### src/rtl/row_ser_pkg.sv
// row_ser_pkg: shared types and sizes for the row serializer (out_sel gated by ROW_SER_SEL_EN)
package row_ser_pkg;
  typedef enum logic {IDLE, SEND} state_t;
  localparam int LANES = 4;
  localparam int SEL_W = 2;
  localparam int DEF_DW = 8;
endpackage

### src/rtl/row_serializer_8_if.sv
// row_serializer_8_if: row load and serialized beat handshakes; out_sel exists only with ROW_SER_SEL_EN
interface row_serializer_8_if import row_ser_pkg::*; #(parameter int DW = DEF_DW);
  logic in_valid;
  logic in_ready;
  logic [DW-1:0] in0;
  logic [DW-1:0] in1;
  logic [DW-1:0] in2;
  logic [DW-1:0] in3;
  logic [DW-1:0] out;
  logic out_valid;
  logic out_ready;
  logic out_last;
`ifdef ROW_SER_SEL_EN
  logic [SEL_W-1:0] out_sel;
`endif
  logic busy;
  modport master (
    output in_valid, in0, in1, in2, in3, out_ready,
`ifdef ROW_SER_SEL_EN
    input out_sel,
`endif
    input in_ready, out, out_valid, out_last, busy
  );
  modport slave (
    input in_valid, in0, in1, in2, in3, out_ready,
`ifdef ROW_SER_SEL_EN
    output out_sel,
`endif
    output in_ready, out, out_valid, out_last, busy
  );
endinterface

### src/rtl/row_serializer_8_mux4.sv
// mux4_8: combinational 4:1 lane selector from the registered row buffer
module mux4_8 import row_ser_pkg::*; #(parameter int DW = DEF_DW) (
  input  logic [DW-1:0]    d [LANES],
  input  logic [SEL_W-1:0] sel,
  output logic [DW-1:0]    y
);
  assign y = d[sel];
endmodule

### src/rtl/row_serializer_8.sv
// row_serializer_8: loads a 4-lane row and emits it lane 0 first under valid/ready (out_sel with ROW_SER_SEL_EN)
module row_serializer_8 import row_ser_pkg::*; #(parameter int DW = DEF_DW) (
  input logic clk,
  input logic rst,
  row_serializer_8_if.slave bus
);
  state_t state, state_nx;
  logic [SEL_W-1:0] cnt;
  logic [DW-1:0] row_buf [LANES];
  logic last, load, accept;
  assign last = cnt == SEL_W'(LANES - 1);
  assign load = bus.in_valid && bus.in_ready;
  assign accept = bus.out_valid && bus.out_ready;
  always_ff @(posedge clk)
    state <= rst ? IDLE : state_nx;
  always_comb
    state_nx = load ? SEND : (accept && last) ? IDLE : state;
  // in_ready on the final accepted beat lets the next row follow with no bubble
  always_comb begin
    bus.out_valid = state == SEND;
    bus.busy = state == SEND;
    bus.out_last = state == SEND && last;
    bus.in_ready = state == IDLE || (state == SEND && last && bus.out_ready);
  end
  always_ff @(posedge clk)
    if (rst) cnt <= '0;
    else if (load) cnt <= '0;
    else if (accept) cnt <= cnt + 1'b1;
  always_ff @(posedge clk)
    if (rst) row_buf <= '{default: '0};
    else if (load) row_buf <= '{bus.in0, bus.in1, bus.in2, bus.in3};
  mux4_8 #(.DW(DW)) u_mux (.d(row_buf), .sel(cnt), .y(bus.out));
`ifdef ROW_SER_SEL_EN
  assign bus.out_sel = cnt;
`endif
endmodule
### src/flat_wrapper.sv
// flat-port wrapper written by rule: the top's interface ports become plain ports
module row_serializer_8_flat import row_ser_pkg::*;
#(parameter int DW = DEF_DW)
  (clk, rst, bus_in_valid, bus_in0, bus_in1, bus_in2, bus_in3, bus_out_ready, bus_in_ready, bus_out, bus_out_valid, bus_out_last, bus_busy);
  row_serializer_8_if #(.DW(DW)) bus_i ();
  input logic clk;
  input logic rst;
  input wire logic [$bits(bus_i.in_valid)-1:0] bus_in_valid;
  input wire logic [$bits(bus_i.in0)-1:0] bus_in0;
  input wire logic [$bits(bus_i.in1)-1:0] bus_in1;
  input wire logic [$bits(bus_i.in2)-1:0] bus_in2;
  input wire logic [$bits(bus_i.in3)-1:0] bus_in3;
  input wire logic [$bits(bus_i.out_ready)-1:0] bus_out_ready;
  output wire logic [$bits(bus_i.in_ready)-1:0] bus_in_ready;
  output wire logic [$bits(bus_i.out)-1:0] bus_out;
  output wire logic [$bits(bus_i.out_valid)-1:0] bus_out_valid;
  output wire logic [$bits(bus_i.out_last)-1:0] bus_out_last;
  output wire logic [$bits(bus_i.busy)-1:0] bus_busy;
  assign bus_i.in_valid = bus_in_valid;
  assign bus_i.in0 = bus_in0;
  assign bus_i.in1 = bus_in1;
  assign bus_i.in2 = bus_in2;
  assign bus_i.in3 = bus_in3;
  assign bus_i.out_ready = bus_out_ready;
  assign bus_in_ready = bus_i.in_ready;
  assign bus_out = bus_i.out;
  assign bus_out_valid = bus_i.out_valid;
  assign bus_out_last = bus_i.out_last;
  assign bus_busy = bus_i.busy;
  row_serializer_8 #(.DW(DW)) u_core (.clk(clk), .rst(rst), .bus(bus_i));
endmodule
### config.mk
export PLATFORM = sky130hd
export DESIGN_NAME = row_serializer_8_flat
export DESIGN_NICKNAME = d
export VERILOG_FILES = /design/src/rtl/row_ser_pkg.sv /design/src/rtl/row_serializer_8_if.sv /design/src/rtl/row_serializer_8_mux4.sv /design/src/rtl/row_serializer_8.sv /design/src/flat_wrapper.sv
export SDC_FILE = /design/constraint.sdc
export NUM_CORES = 1
export LEC_CHECK = 0
export ABC_AREA = 1
export CORE_MARGIN = 5
export CORE_UTILIZATION = 50
export DETAILED_ROUTE_END_ITERATION = 10
export PLACE_DENSITY = 0.87
export SLEW_MARGIN = 10
export SYNTH_ARGS = -nofsm -noshare
export SYNTH_HDL_FRONTEND = slang
export SYNTH_SLANG_ARGS = --single-unit
### constraint.sdc
create_clock -name clk -period 1.6 [get_ports clk]
set_input_delay 0.16 -clock clk [delete_from_list [all_inputs] [get_ports clk]]
set_output_delay 0.16 -clock clk [all_outputs]
set_load 0.005 [all_outputs]
* After elaboration in Yosys (flattened, before gate mapping) *
Index checks and enable logic that the tools add are counted.

operators by class
  add/sub/neg operators = 1
  order comparisons = 1
  equality and inequality tests = 1
  mux-type cells = 5
  bitwise logic cells = 2
  reduce and logical (&&, ||, !) cells = 8

operators with widths
  cell                                                            number
  8-bit binary-select mux with 2-bit select                       1
  8-bit two-way mux                                               2
  1-bit logical AND                                               5
  3-bit greater-or-equal comparator (second input constant)       1
  2-bit inverter with 3-bit output                                1
  2-bit by 1-bit adder with 2-bit output (second input constant)  1
  2-bit equality test (second input constant)                     1
  1-bit two-way mux                                               2
  2-bit nonzero test                                              1
  2-bit OR reduction                                              1
  1-bit logical OR                                                1
  1-bit inverter                                                  1

storage, ports and cells
  register bits = 35
  input port bits = 36
  logic and storage cells = 24

* Logic depth before layout (Yosys ltp) *
  depth after elaboration = 6
  gate-level depth with buffers = 7
  depth with buffers taken out = 6

* Hierarchy *
Synthesis repeated with hierarchy kept, for this count alone.

unflattened totals
  cells, all modules = 324
  area total of the unflattened synthesis = 2110.8 um^2

by module, submodules not included
  module            times used  cells an instance  area an instance (um^2)  sequential area each (um^2)
  row_serializer_8  1           230                1715.4                   700.7
  mux4_8            1           94                 395.4                    0.0

* Worst setup path after synthesis *
Ideal clock, no wire load.

  path type = register -> register
  start = register u_core.cnt[0]
  end = register u_core.row_buf[16] (netlist name)
  data arrival time = 1.048 ns
  required time = 1.487 ns
  setup slack = 0.439 ns
  cell stages (with the launch flop) = 8
  buffers on the path = 2
  clock period less this slack = 1.161 ns
  cell sequence = dfxtp_1 -> ha_1 -> nand2_2 -> nand2_4 -> buf_12 -> buf_12 -> a21oi_2 -> nor2_1

on the way
  longest elaborated chain between the ends = 5

RTL lines
  what                             RTL line                RTL
  from (decl)                      row_serializer_8.sv:8   logic [SEL_W-1:0] cnt;
  from (signal assigned)           row_serializer_8.sv:28  else if (accept) cnt <= cnt + 1'b1;
  2-bit equality test              row_serializer_8.sv:11  assign last = cnt == SEL_W'(LANES - 1);
  1-bit logical AND (2 in series)  row_serializer_8.sv:23  bus.in_ready = state == IDLE || (state == SEND && last && bus.out_ready);
  1-bit logical OR                 row_serializer_8.sv:23
  named net bus_in_ready           flat_wrapper.sv:14      output wire logic [$bits(bus_i.in_ready)-1:0] bus_in_ready;
  1-bit logical AND                row_serializer_8.sv:12  assign load = bus.in_valid && bus.in_ready;
  to (signal assigned)             row_serializer_8.sv:31  else if (load) row_buf <= '{bus.in0, bus.in1, bus.in2, bus.in3};
  to (decl)                        row_serializer_8.sv:9   logic [DW-1:0] row_buf [LANES];

The timed path passes the listed nets, and every way through them passes these cells.
A chain may end at the register's enable or synchronous reset.

* Worst setup path after layout *
  start = register u_core.cnt[0]
  end = output bus_out[6]

on the way
  longest elaborated chain between the ends = 4

RTL lines
  what                                                    RTL line                    RTL
  2-bit inverter with 3-bit output (not written as such)  row_serializer_8_mux4.sv:7  assign y = d[sel];
  8-bit binary-select mux with 2-bit select               row_serializer_8_mux4.sv:7
  8-bit two-way mux (not written as such) (2 in series)   row_serializer_8_mux4.sv:7
  to (decl)                                               flat_wrapper.sv:15          output wire logic [$bits(bus_i.out)-1:0] bus_out;

Every way passes these cells. The select of a mux whose other input is x is not followed.

==> results.json <==
{
  "synth_sequential_area_ratio_pct": 34.6,
  "yosys_register_bits": 35,
  "worst_path_fanout_max": 17,
  "cts_hold_buf": 0,
  "fmax_mhz": 663,
  "multi_input_comb_area_um2": 965,
  "netlist_top_cells_count": "54 x sky130_fd_sc_hd__nand2_1, 50 x sky130_fd_sc_hd__inv_1, 35 x sky130_fd_sc_hd__dfxtp_1",
  "area_of_the_core_region_mm2": 0.00397,
  "synthTopCellsByArea": "sky130_fd_sc_hd__dfxtp_1 35%, sky130_fd_sc_hd__a21oi_2 13%, sky130_fd_sc_hd__nand2_1 10%",
  "power.density_cell_area_mw_per_mm2": 809,
  "numCtsBuffers": 5,
  "post-route-drc-count": 0,
  "finalHoldViolCount": 0,
  "rsz0062_at_grt": "false",
  "synth_flop_cell": "sky130_fd_sc_hd__dfxtp_1",
  "finalWorstPathRequiredPeriod_ns": 1.51,
  "crit_type": "flip-flop to primary output",
  "placement_rows": 23,
  "setup_viol_count_final": 0,
  "yosys.cell_count.top_type": "sky130_fd_sc_hd__nand2_1",
  "clock_sinks": 35,
  "grt_start_max_net_pins": 43,
  "dpl_cell_area_mm2": 0.00247,
  "mappedNetlistArea_mm2": 0.00203,
  "die_height_um": 73.7,
  "power.static_leakage_uw": 0.00124,
  "place.gp.congestion": 0.798,
  "detailedRoute.firstPassIterationCount": 4,
  "clk_path_buf_depth": 2,
  "first_global_vias": 1726,
  "post-dp-hpwl_mm": 3.07,
  "totalWireLength_mm": 4.58,
  "worst_setup_hold_path_clk_slew_ns": 0.07,
  "fin_crit_sh_pct": 94.3,
  "peakVddDrop_uv": 630,
  "pin_count": 48,
  "io_buffer_count": 47,
  "cts-root-buf": "sky130_fd_sc_hd__clkbuf_8",
  "clock_latency_ns": 0.28,
  "final_antenna_net_count": 0,
  "register_area_um2": 706,
  "synth_async_sr_flop_share_pct": 0,
  "synth_warnings": 0,
  "layout.cells.non_filler": 383,
  "end_kind": "primary output",
  "h-tree-depth": 2,
  "syn_nets": 329,
  "postSynthCellCount": 292,
  "worst-endpoint-arrival_ns": 1.35,
  "finalNetCount": 369,
  "tritoncts": "yes",
  "synth_enable_flop_cells": 0,
  "post_synth.cell_area_avg_um2": 6.94,
  "required_ns": 1.44,
  "route.detailed.vias_per_inst": 4.90,
  "area_growth_pct": 28.4,
  "fin_worst_skew_ns": 0.00456,
  "gr-total-overflow": 0,
  "antenna_diode_count": 0,
  "dieArea_mm2": 0.00542,
  "worstMarginPinSlew_ns": 0.539,
  "critical_path.startpoint_type": "flip-flop",
  "drive_gt1_share_pct": 17.1,
  "vias": 1878,
  "grt_first_pass_wirelength_mm": 7.65,
  "die_w_um": 73.7,
  "max_slew_margin_pct": 64.0,
  "nFillCells": 343,
  "final_util_pct": 65.5,
  "drt_iter0_drc": 115,
  "routed_wire_length_per_instance_um": 12.0,
  "synth_top_area_share_pct": 34.6,
  "run_status": "finished, final reports clean",
  "drv.max_cap_violation_count": 0,
  "yosysUniqueCellTypes": 19,
  "grt_antenna_before_repair": 0,
  "min_path_type": "primary input to flip-flop",
  "initial_standard_cell_utilization_of_the_core_pct": 51.0,
  "place.detailed.instances": 373,
  "finish.instance_area_mm2": 0.00260,
  "post-synth-top-area-cell": "sky130_fd_sc_hd__dfxtp_1",
  "track_usage_pct": 17.8,
  "finalMaxSlewViolations": 0
}
-- power breakdown --
| part | switching (uW) | internal [uW] |
|---|---|---|
| Sequential | 52.7 | 942 |
| Clock | 313 | 304 |
| Combinational | 241 | 252 |
-- cell type report --
class | count | share of cell area (%)
Tap cell | 50 | 2.41
Timing Repair Buffer | 57 | 22.8
Clock buffer | 6 | 2.79
Inverter | 51 | 7.36
Multi-Input combinational cell | 182 | 37.1
Sequential cell | 35 | 27.1
Clock inverter | 2 | 0.481
-- layer usage --
layer	track usage (%)	wire length (um)	up-vias
li1	-	-	986
met1	21.7	1940	837
met2	30.8	2300	53
met3	4.65	314	2
met4	4.83	29	0
met5	0	0	-
-- per-stage QoR --
stage	setup slack [ns]	TNS (ns)	hold slack (ns)	total power [uW]
3_3_place_gp	0.103	0	0.464	1500
3_5_place_dp	0.0909	0	0.476	1510
6_report	0.0913	0	0.356	2110
4_1_cts	-0.177	-0.303	0.353	2120
5_1_grt	0.0124	0	0.378	2230
2_1_floorplan	0.439	0	0.222	1330
-- layout by cell type (no fill, tap or decap), types with 6 or more instances in the layout --
master | netlist | final
sky130_fd_sc_hd__nor2_1 | 34 | 34
sky130_fd_sc_hd__o211ai_1 | 8 | 8
sky130_fd_sc_hd__o21ai_1 | 2 | 6
sky130_fd_sc_hd__nand2_1 | 54 | 54
sky130_fd_sc_hd__clkdlybuf4s50_1 | 0 | 36
sky130_fd_sc_hd__dfxtp_1 | 35 | 33
sky130_fd_sc_hd__a21oi_1 | 12 | 11
sky130_fd_sc_hd__inv_1 | 50 | 50
sky130_fd_sc_hd__nand3_1 | 33 | 33
sky130_fd_sc_hd__a21oi_2 | 29 | 30
-- state kept, by name (all words and copies together) (netlist names) --
signal           flops
u_core.cnt           2
u_core.bus.busy      1
u_core.row_buf      32
-- worst paths after layout --
check	startpoint	end	slack [ns]	depth (start not counted)
setup / recovery	u_core.cnt[0]$_SDFFE_PP0N_	bus_out[6]	0.09	5
hold / removal	bus_in_valid	u_core.bus.busy$_SDFFE_PP0P_	0.36	3
setup reg to reg	u_core.cnt[0]$_SDFFE_PP0N_	u_core.row_buf[26]$_SDFFE_PP0P_	0.15	8
hold reg to reg	u_core.row_buf[20]$_SDFFE_PP0P_	u_core.row_buf[20]$_SDFFE_PP0P_	0.49	2
-- critical path, cell delays in order, from the launching register on --
cell	delay, ns
sky130_fd_sc_hd__dfxtp_4	0.38
sky130_fd_sc_hd__buf_12	0.15
sky130_fd_sc_hd__a21oi_1	0.13
sky130_fd_sc_hd__o21ai_0	0.10
sky130_fd_sc_hd__nand2_1	0.07
sky130_fd_sc_hd__dlygate4sd2_1	0.23
-- repair_timing --
item,CTS,global route
pin swaps,2,4
setup endpoints to repair,10,10
buffers inserted,0,1
cloned,1,0
resized for setup,14,16
-- cell families after synthesis --
| kind of cell | synth area share, % |
|---|---|
| fa+ha+maj | 0.618 |
| flops | 34.6 |
| buf+inv | 18.6 |
| xor+xnor | 0.432 |
| compound gates | 20.4 |
| simple gates | 25.3 |
Note: power is estimated with default switching activity, not from simulation.
